<file path="src/rtl/out_display.sv">
// Output-register byte -> 4-digit multiplexed 7-segment display via sequential double-dabble.
// New value appears 9 CLK edges after it is accepted; inputs arriving while BUSY are picked up afterwards.
module out_display #(
  parameter int SCAN_DIV       = 1024,
  parameter bit SEG_ACTIVE_LOW = 1'b0
) (
  input  logic       CLK,
  input  logic       CLR,
  input  logic [7:0] OBUS,
  input  logic       SIGNED,
  output logic [6:0] SEG,
  output logic [3:0] DIG,
  output logic       BUSY
);

  localparam logic [1:0] S_IDLE = 2'd0;
  localparam logic [1:0] S_CONV = 2'd1;
  localparam logic [1:0] S_DONE = 2'd2;
  localparam int PW = $clog2(SCAN_DIV);

  logic [1:0]    r_state;
  logic [8:0]    r_last;
  logic [7:0]    r_mag;
  logic [11:0]   r_bcd;
  logic [2:0]    r_step;
  logic          r_neg_c;
  logic [3:0]    r_d0, r_d1, r_d2;
  logic          r_neg, r_blank_h, r_blank_t;
  logic [PW-1:0] r_pre;
  logic [1:0]    r_idx;

  logic [8:0]    w_in;
  logic [7:0]    w_mag_in;
  logic [11:0]   w_adj;
  logic [6:0]    w_seg;

  assign w_in     = {SIGNED, OBUS};
  assign w_mag_in = (SIGNED & OBUS[7]) ? (~OBUS + 8'd1) : OBUS;

  always_comb begin
    w_adj = r_bcd;
    for (int i = 0; i < 3; i++) begin
      if (r_bcd[4*i +: 4] >= 4'd5)
        w_adj[4*i +: 4] = r_bcd[4*i +: 4] + 4'd3;
    end
  end

  always_ff @(posedge CLK or posedge CLR) begin
    if (CLR) begin
      r_state   <= S_IDLE;
      r_last    <= 9'd0;
      r_mag     <= 8'd0;
      r_bcd     <= 12'd0;
      r_step    <= 3'd0;
      r_neg_c   <= 1'b0;
      r_d0      <= 4'd0;
      r_d1      <= 4'd0;
      r_d2      <= 4'd0;
      r_neg     <= 1'b0;
      r_blank_h <= 1'b1;
      r_blank_t <= 1'b1;
    end else begin
      case (r_state)
        S_IDLE: begin
          if (w_in != r_last) begin
            r_last  <= w_in;
            r_mag   <= w_mag_in;
            r_neg_c <= SIGNED & OBUS[7];
            r_bcd   <= 12'd0;
            r_step  <= 3'd0;
            r_state <= S_CONV;
          end
        end
        S_CONV: begin
          // Adjust-then-shift on the concatenated {BCD, magnitude} register.
          r_bcd  <= {w_adj[10:0], r_mag[7]};
          r_mag  <= {r_mag[6:0], 1'b0};
          r_step <= r_step + 3'd1;
          if (r_step == 3'd7)
            r_state <= S_DONE;
        end
        S_DONE: begin
          r_d0      <= r_bcd[3:0];
          r_d1      <= r_bcd[7:4];
          r_d2      <= r_bcd[11:8];
          r_neg     <= r_neg_c;
          r_blank_h <= (r_bcd[11:8] == 4'd0);
          r_blank_t <= (r_bcd[11:4] == 8'd0);
          r_state   <= S_IDLE;
        end
        default: r_state <= S_IDLE;
      endcase
    end
  end

  always_ff @(posedge CLK or posedge CLR) begin
    if (CLR) begin
      r_pre <= '0;
      r_idx <= 2'd0;
    end else if (r_pre == PW'(SCAN_DIV - 1)) begin
      r_pre <= '0;
      r_idx <= r_idx + 2'd1;
    end else begin
      r_pre <= r_pre + PW'(1);
    end
  end

  function automatic logic [6:0] f_glyph(input logic [3:0] d);
    case (d)
      4'd0:    f_glyph = 7'h3F;
      4'd1:    f_glyph = 7'h06;
      4'd2:    f_glyph = 7'h5B;
      4'd3:    f_glyph = 7'h4F;
      4'd4:    f_glyph = 7'h66;
      4'd5:    f_glyph = 7'h6D;
      4'd6:    f_glyph = 7'h7D;
      4'd7:    f_glyph = 7'h07;
      4'd8:    f_glyph = 7'h7F;
      4'd9:    f_glyph = 7'h6F;
      default: f_glyph = 7'h00;
    endcase
  endfunction

  // Outputs depend only on registers, so they settle once per CLK edge.
  always_comb begin
    w_seg = 7'h00;
    case (r_idx)
      2'd0: w_seg = f_glyph(r_d0);
      2'd1: w_seg = r_blank_t ? 7'h00 : f_glyph(r_d1);
      2'd2: w_seg = r_blank_h ? 7'h00 : f_glyph(r_d2);
      2'd3: w_seg = r_neg ? 7'h40 : 7'h00;
      default: w_seg = 7'h00;
    endcase
  end

  assign SEG  = SEG_ACTIVE_LOW ? ~w_seg : w_seg;
  assign DIG  = 4'b0001 << r_idx;
  assign BUSY = (r_state != S_IDLE);

endmodule

</file>
<file path="config.mk">
export PLATFORM = sky130hd
export DESIGN_NAME = out_display
export DESIGN_NICKNAME = d
export VERILOG_FILES = /design/src/rtl/out_display.sv
export SDC_FILE = /design/constraint.sdc
export NUM_CORES = 1
export LEC_CHECK = 0
export ABC_CLOCK_PERIOD_IN_PS = 1700
export CORE_ASPECT_RATIO = 1.25
export CORE_MARGIN = 10
export CORE_UTILIZATION = 50
export CTS_CLUSTER_DIAMETER = 40
export DETAILED_ROUTE_END_ITERATION = 10
export DONT_BUFFER_PORTS = 1
export GPL_TIMING_DRIVEN = 1
export MAX_ROUTING_LAYER = met4
export PLACE_DENSITY_LB_ADDON = 0.12
export SLEW_MARGIN = 20
export SYNTH_ARGS = -nofsm -noshare
export SYNTH_HDL_FRONTEND = slang
export SYNTH_SLANG_ARGS = --single-unit
</file>
<file path="constraint.sdc">
create_clock -name CLK -period 1.7 [get_ports CLK]
set_clock_uncertainty 0.05 [all_clocks]
set_input_delay 0.17 -clock CLK [delete_from_list [all_inputs] [get_ports CLK]]
set_output_delay 0.17 -clock CLK [all_outputs]
set_load 0.005 [all_outputs]
</file>
==> impl_results.md <==
- Cell area after placement: 3944 um2
- Power density over the cells: 1656 nW/um2
- Post-placement cell count: 497
- Number of violations of the max-capacitance limit: 0
- Share of the synthesized area in the top cell type: 0.4097
- Share of final-layout standard cells stronger than drive strength 1: 0.2770
- Multi-input gate area: 2243 um2
- Post-route insts no fill: 534
- Tightest Pin Transition: 476.1 ps
- Violated checks: setup timing
- Tot Pwr: 7.722 mW
- Reg2Reg Launch Point: r_last[7]$_DFFE_PP0P_
- Internal: 4.620 mW
- H-Tree Depth: 3
- Clock buffer count from CTS: 9
- Number of filler cells placed in the layout: 567
- Top Ports: 23
- Dominant cell type by area after synthesis: sky130_fd_sc_hd__dfrtp_1
- Count of nets left with antenna violations after detail routing: 0
- Die width: 96.58 um
- # rows: 34
- Min-Delay Endpoint: r_last[0]$_DFFE_PP0P_
- Minimum period implied by the final worst setup slack: 1854 ps
- Detailed-routing iteration count for the pre-antenna-repair pass: 6
- Root buffer cell: sky130_fd_sc_hd__clkbuf_8
- Die height: 115.7 um
- Element type at the critical path start: register
- Final design area excluding fillers: 4662 um2
- Worst setup path category: reg2out
- Post-synthesis instance total: 395
- Number of buffer and inverter instances along the worst setup path: 1
- Cell types with the highest counts after synthesis: sky130_fd_sc_hd__dfrtp_1 (60), sky130_fd_sc_hd__nand2_1 (48), sky130_fd_sc_hd__nor2_1 (34)
- Share of total power in combinational logic: 0.473
- Average wire per standard cell: 14.77 um
- GPL Wtd Cong: 0.8660
- Area contributors post-synth: sky130_fd_sc_hd__dfrtp_1 (41%), sky130_fd_sc_hd__ha_1 (10%), sky130_fd_sc_hd__nand2_1 (4.9%)
- Final HPWL DP: 5449 um
- Relative max-transition margin: 0.6826
- Dominant cell by count in the synthesized netlist: sky130_fd_sc_hd__dfrtp_1
- Antenna diode instance count: 0
- Overall overflow remaining after global route: 0
- Number of library cell types mapped by synthesis: 46
- Ordered list of cells on the worst path: inv_2, ha_4, nand2b_4, a21oi_2, o22ai_1, o22a_1
- Switching component of the power: 3.102 mW
- Pin count of the biggest net entering global routing: 39
- Worst EP required: 1480 ps
- Maximum net fanout on the critical path: 3
- Number of synthesized register bits: 62
- P&R area growth vs syn: 27.21%
- Post-Syn Area: 3665 um2
- Via count of the first global-routing pass: 2,892
- Iteration-0 DRC Markers: 171
- Final critical-path setup slack: -153.9 ps
- Critical path endpoint category: output pin
- Total Neg Setup Slack: -1169 ps
- Final Hold Vio Count: 0
- WP data arrival: 1630 ps
- Count of flip-flops with a built-in enable after synthesis: 0
- Peak VDD IR: 0.8670 mV
- Reg power frac: 0.342
- Total area of sequential cells: 1556 um2
- Ys async rst share: 1.000
- Final slew viol count: 0
- Port Buf Inserts: 0
- Cell family with the largest share of critical-path delay: compound AO/OA/AOI/OAI gates
- Initial antenna violation count: 0
- Post-Syn Nets: 436
- Startpoint of the worst hold path: OBUS[0]
- Leading register cell type out of synthesis: sky130_fd_sc_hd__dfrtp_1
- Part of the total power dissipated in the clock network: 0.185
- Outcome: complete, but fails checks
- Hold-critical path depth: 2
- Minimum setup slack among reg-to-reg paths: -80 ps
- Mean post-synth cell area: 9.278 um2
- Buffers from clock root to sink, at most: 2
- R2r worst-path depth: 6
- RSZ-0062 raised after global routing: true
- Post-route fraction of the period consumed by the critical path: 1.091
- Source-to-sink clock delay at the later pin of the worst-skew pair: 330 ps
- Achievable clock frequency: 539.4 MHz
- Master of the slowest instance on the critical path: sky130_fd_sc_hd__dfrtp_1
- Number of sinks driven by the clock tree: 62
- Starting Density: 0.5190
- Endpoint of the worst-slack reg-to-reg timing path: r_mag[1]$_DFFE_PP0P_
- Die Area: 11,180 um2
- Type of the worst min-delay path: in2reg
- GRT Overall Usage: 0.1521
- Vias after detailed routing: 2,918
- Switching power share of the total: 0.4017
- Warnings, synthesis: 0
- Largest stage delay on the critical path: 410 ps
- Sequential cell area fraction in the yosys report: 0.4240
- Total Nets Final: 480
- CTS clock-pin slew for the worst setup and hold paths: 80 ps
- Leakage power figure: 2.068 nW
- Total core area: 7062 um2
- Vias per cell: 5.464
- Sum of routed wire length over all layers: 7888 um
- TritonCTS clock tree: built
- Setup-failing EPs final: 10
- Wire length of the first global-routing pass: 13,360 um
- Number of design rule violations left after detail routing: 0
[cells by family (layout without fill, tap and decap cells)]
logic type | Yosys count | count (layout) | share of synthesized area
fa+ha+maj | 30 | 30 | 0.1024
buf+inv | 41 | 90 | 0.04336
compound gates | 99 | 99 | 0.1666
xor+xnor | 25 | 25 | 0.05975
flops | 62 | 62 | 0.4240
simple gates | 124 | 124 | 0.1615
mux | 14 | 14 | 0.04234
[stage by stage]
| stage | util | hold WS (ps) | setup slack, ps |
|---|---|---|---|
| after floorplan | - | 237.9 | 44.79 |
| after CTS | 0.6389 | 7.494 | -192.4 |
| final | 0.6602 | 30.89 | -153.9 |
| after detailed placement | 0.5585 | 95.94 | -29.74 |
| after global routing | 0.6602 | 33.43 | -278.3 |
| after global placement | 0.5585 | 94.37 | -17.36 |
[power by group through the flow]
stage	Clock, mW	Combinational [mW]	Sequential (mW)
after floorplan	0	2.35	2.42
after global placement	0	2.98	2.56
after detailed placement	0	3.03	2.58
after CTS	1.46	3.47	2.60
after global routing	1.53	4.10	2.73
final	1.43	3.65	2.64
[worst register-to-register path, delay by kind of cell, from the launching register on]
family	cells	cell delay, ps
AO/OA/AOI/OAI	2	470
flip-flops	1	410
AND/OR/NAND/NOR	2	400
buffers and inverters	1	180
XOR/XNOR	1	170
[cells in the final DEF (no fill, tap or decap), types with 4 or more instances in the layout]
master and n:
sky130_fd_sc_hd__a21oi_1 16, sky130_fd_sc_hd__a21oi_2 11, sky130_fd_sc_hd__a22o_1 4, sky130_fd_sc_hd__a31oi_1 5
sky130_fd_sc_hd__buf_4 30, sky130_fd_sc_hd__buf_6 6, sky130_fd_sc_hd__clkbuf_8 9, sky130_fd_sc_hd__dfrtp_1 58
sky130_fd_sc_hd__dlygate4sd3_1 9, sky130_fd_sc_hd__ha_1 23, sky130_fd_sc_hd__ha_4 6, sky130_fd_sc_hd__inv_1 19
sky130_fd_sc_hd__inv_2 7, sky130_fd_sc_hd__mux2_2 12, sky130_fd_sc_hd__nand2_1 46, sky130_fd_sc_hd__nand2b_1 9
sky130_fd_sc_hd__nand3_1 7, sky130_fd_sc_hd__nor2_1 34, sky130_fd_sc_hd__nor3_1 4, sky130_fd_sc_hd__o21ai_0 20
sky130_fd_sc_hd__o21ai_1 4, sky130_fd_sc_hd__o22ai_1 14, sky130_fd_sc_hd__xnor2_1 10, sky130_fd_sc_hd__xor2_1 12
[how the worst max path moves through the flow]
stage / start / slack (ps) / to / depth (start not counted)
after floorplan: r_last[7]$_DFFE_PP0P_ / 40 / r_mag[1]$_DFFE_PP0P_ / 5
after global placement: r_last[7]$_DFFE_PP0P_ / -20 / r_mag[1]$_DFFE_PP0P_ / 5
after detailed placement: r_last[7]$_DFFE_PP0P_ / -30 / r_mag[1]$_DFFE_PP0P_ / 5
after CTS: r_d2[1]$_DFFE_PP0N_ / -190 / SEG[3] / 6
after global routing: r_idx[1]$_DFFE_PP0N_ / -280 / SEG[3] / 6
final: r_d2[1]$_DFFE_PP0N_ / -150 / SEG[3] / 6
[what timing repair did]
action | CTS | global route
pin swaps | 17 | 10
setup buffers | 10 | 2
hold endpoints to repair | 71 | 0
setup endpoints to repair | 17 | 30
gates resized for setup | 46 | 26
hold buffers | 9 | 0
[cell type report]
| class | count | share of cell area |
|---|---|---|
| Clock buffer | 9 | 0.02657 |
| Clock inverter | 7 | 0.02093 |
| Inverter | 27 | 0.02254 |
| Multi-Input combinational cell | 292 | 0.4812 |
| Sequential cell | 62 | 0.3339 |
| Tap cell | 90 | 0.02415 |
| Timing Repair Buffer | 47 | 0.09071 |
[registers in the layout, indices dropped and copies added, names as in the netlist]
name / flops
r_d0: 4
r_step: 3
r_neg: 1
r_blank_h: 1
r_last: 9
r_pre: 10
r_bcd: 12
r_mag: 8
r_blank_t: 1
r_d1: 4
r_neg_c: 1
r_idx: 2
r_state: 2
r_d2: 4
[routing by layer]
| metal | vias to the layer above | track usage | wire length, um |
|---|---|---|---|
| li1 | 1449 | - | - |
| met1 | 1401 | 0.1725 | 3405 |
| met2 | 53 | 0.2549 | 3994 |
| met3 | 15 | 0.03689 | 351 |
| met4 | 0 | 0.05049 | 136 |
| met5 | - | - | 0 |
Note: power is estimated with default switching activity, not from simulation.
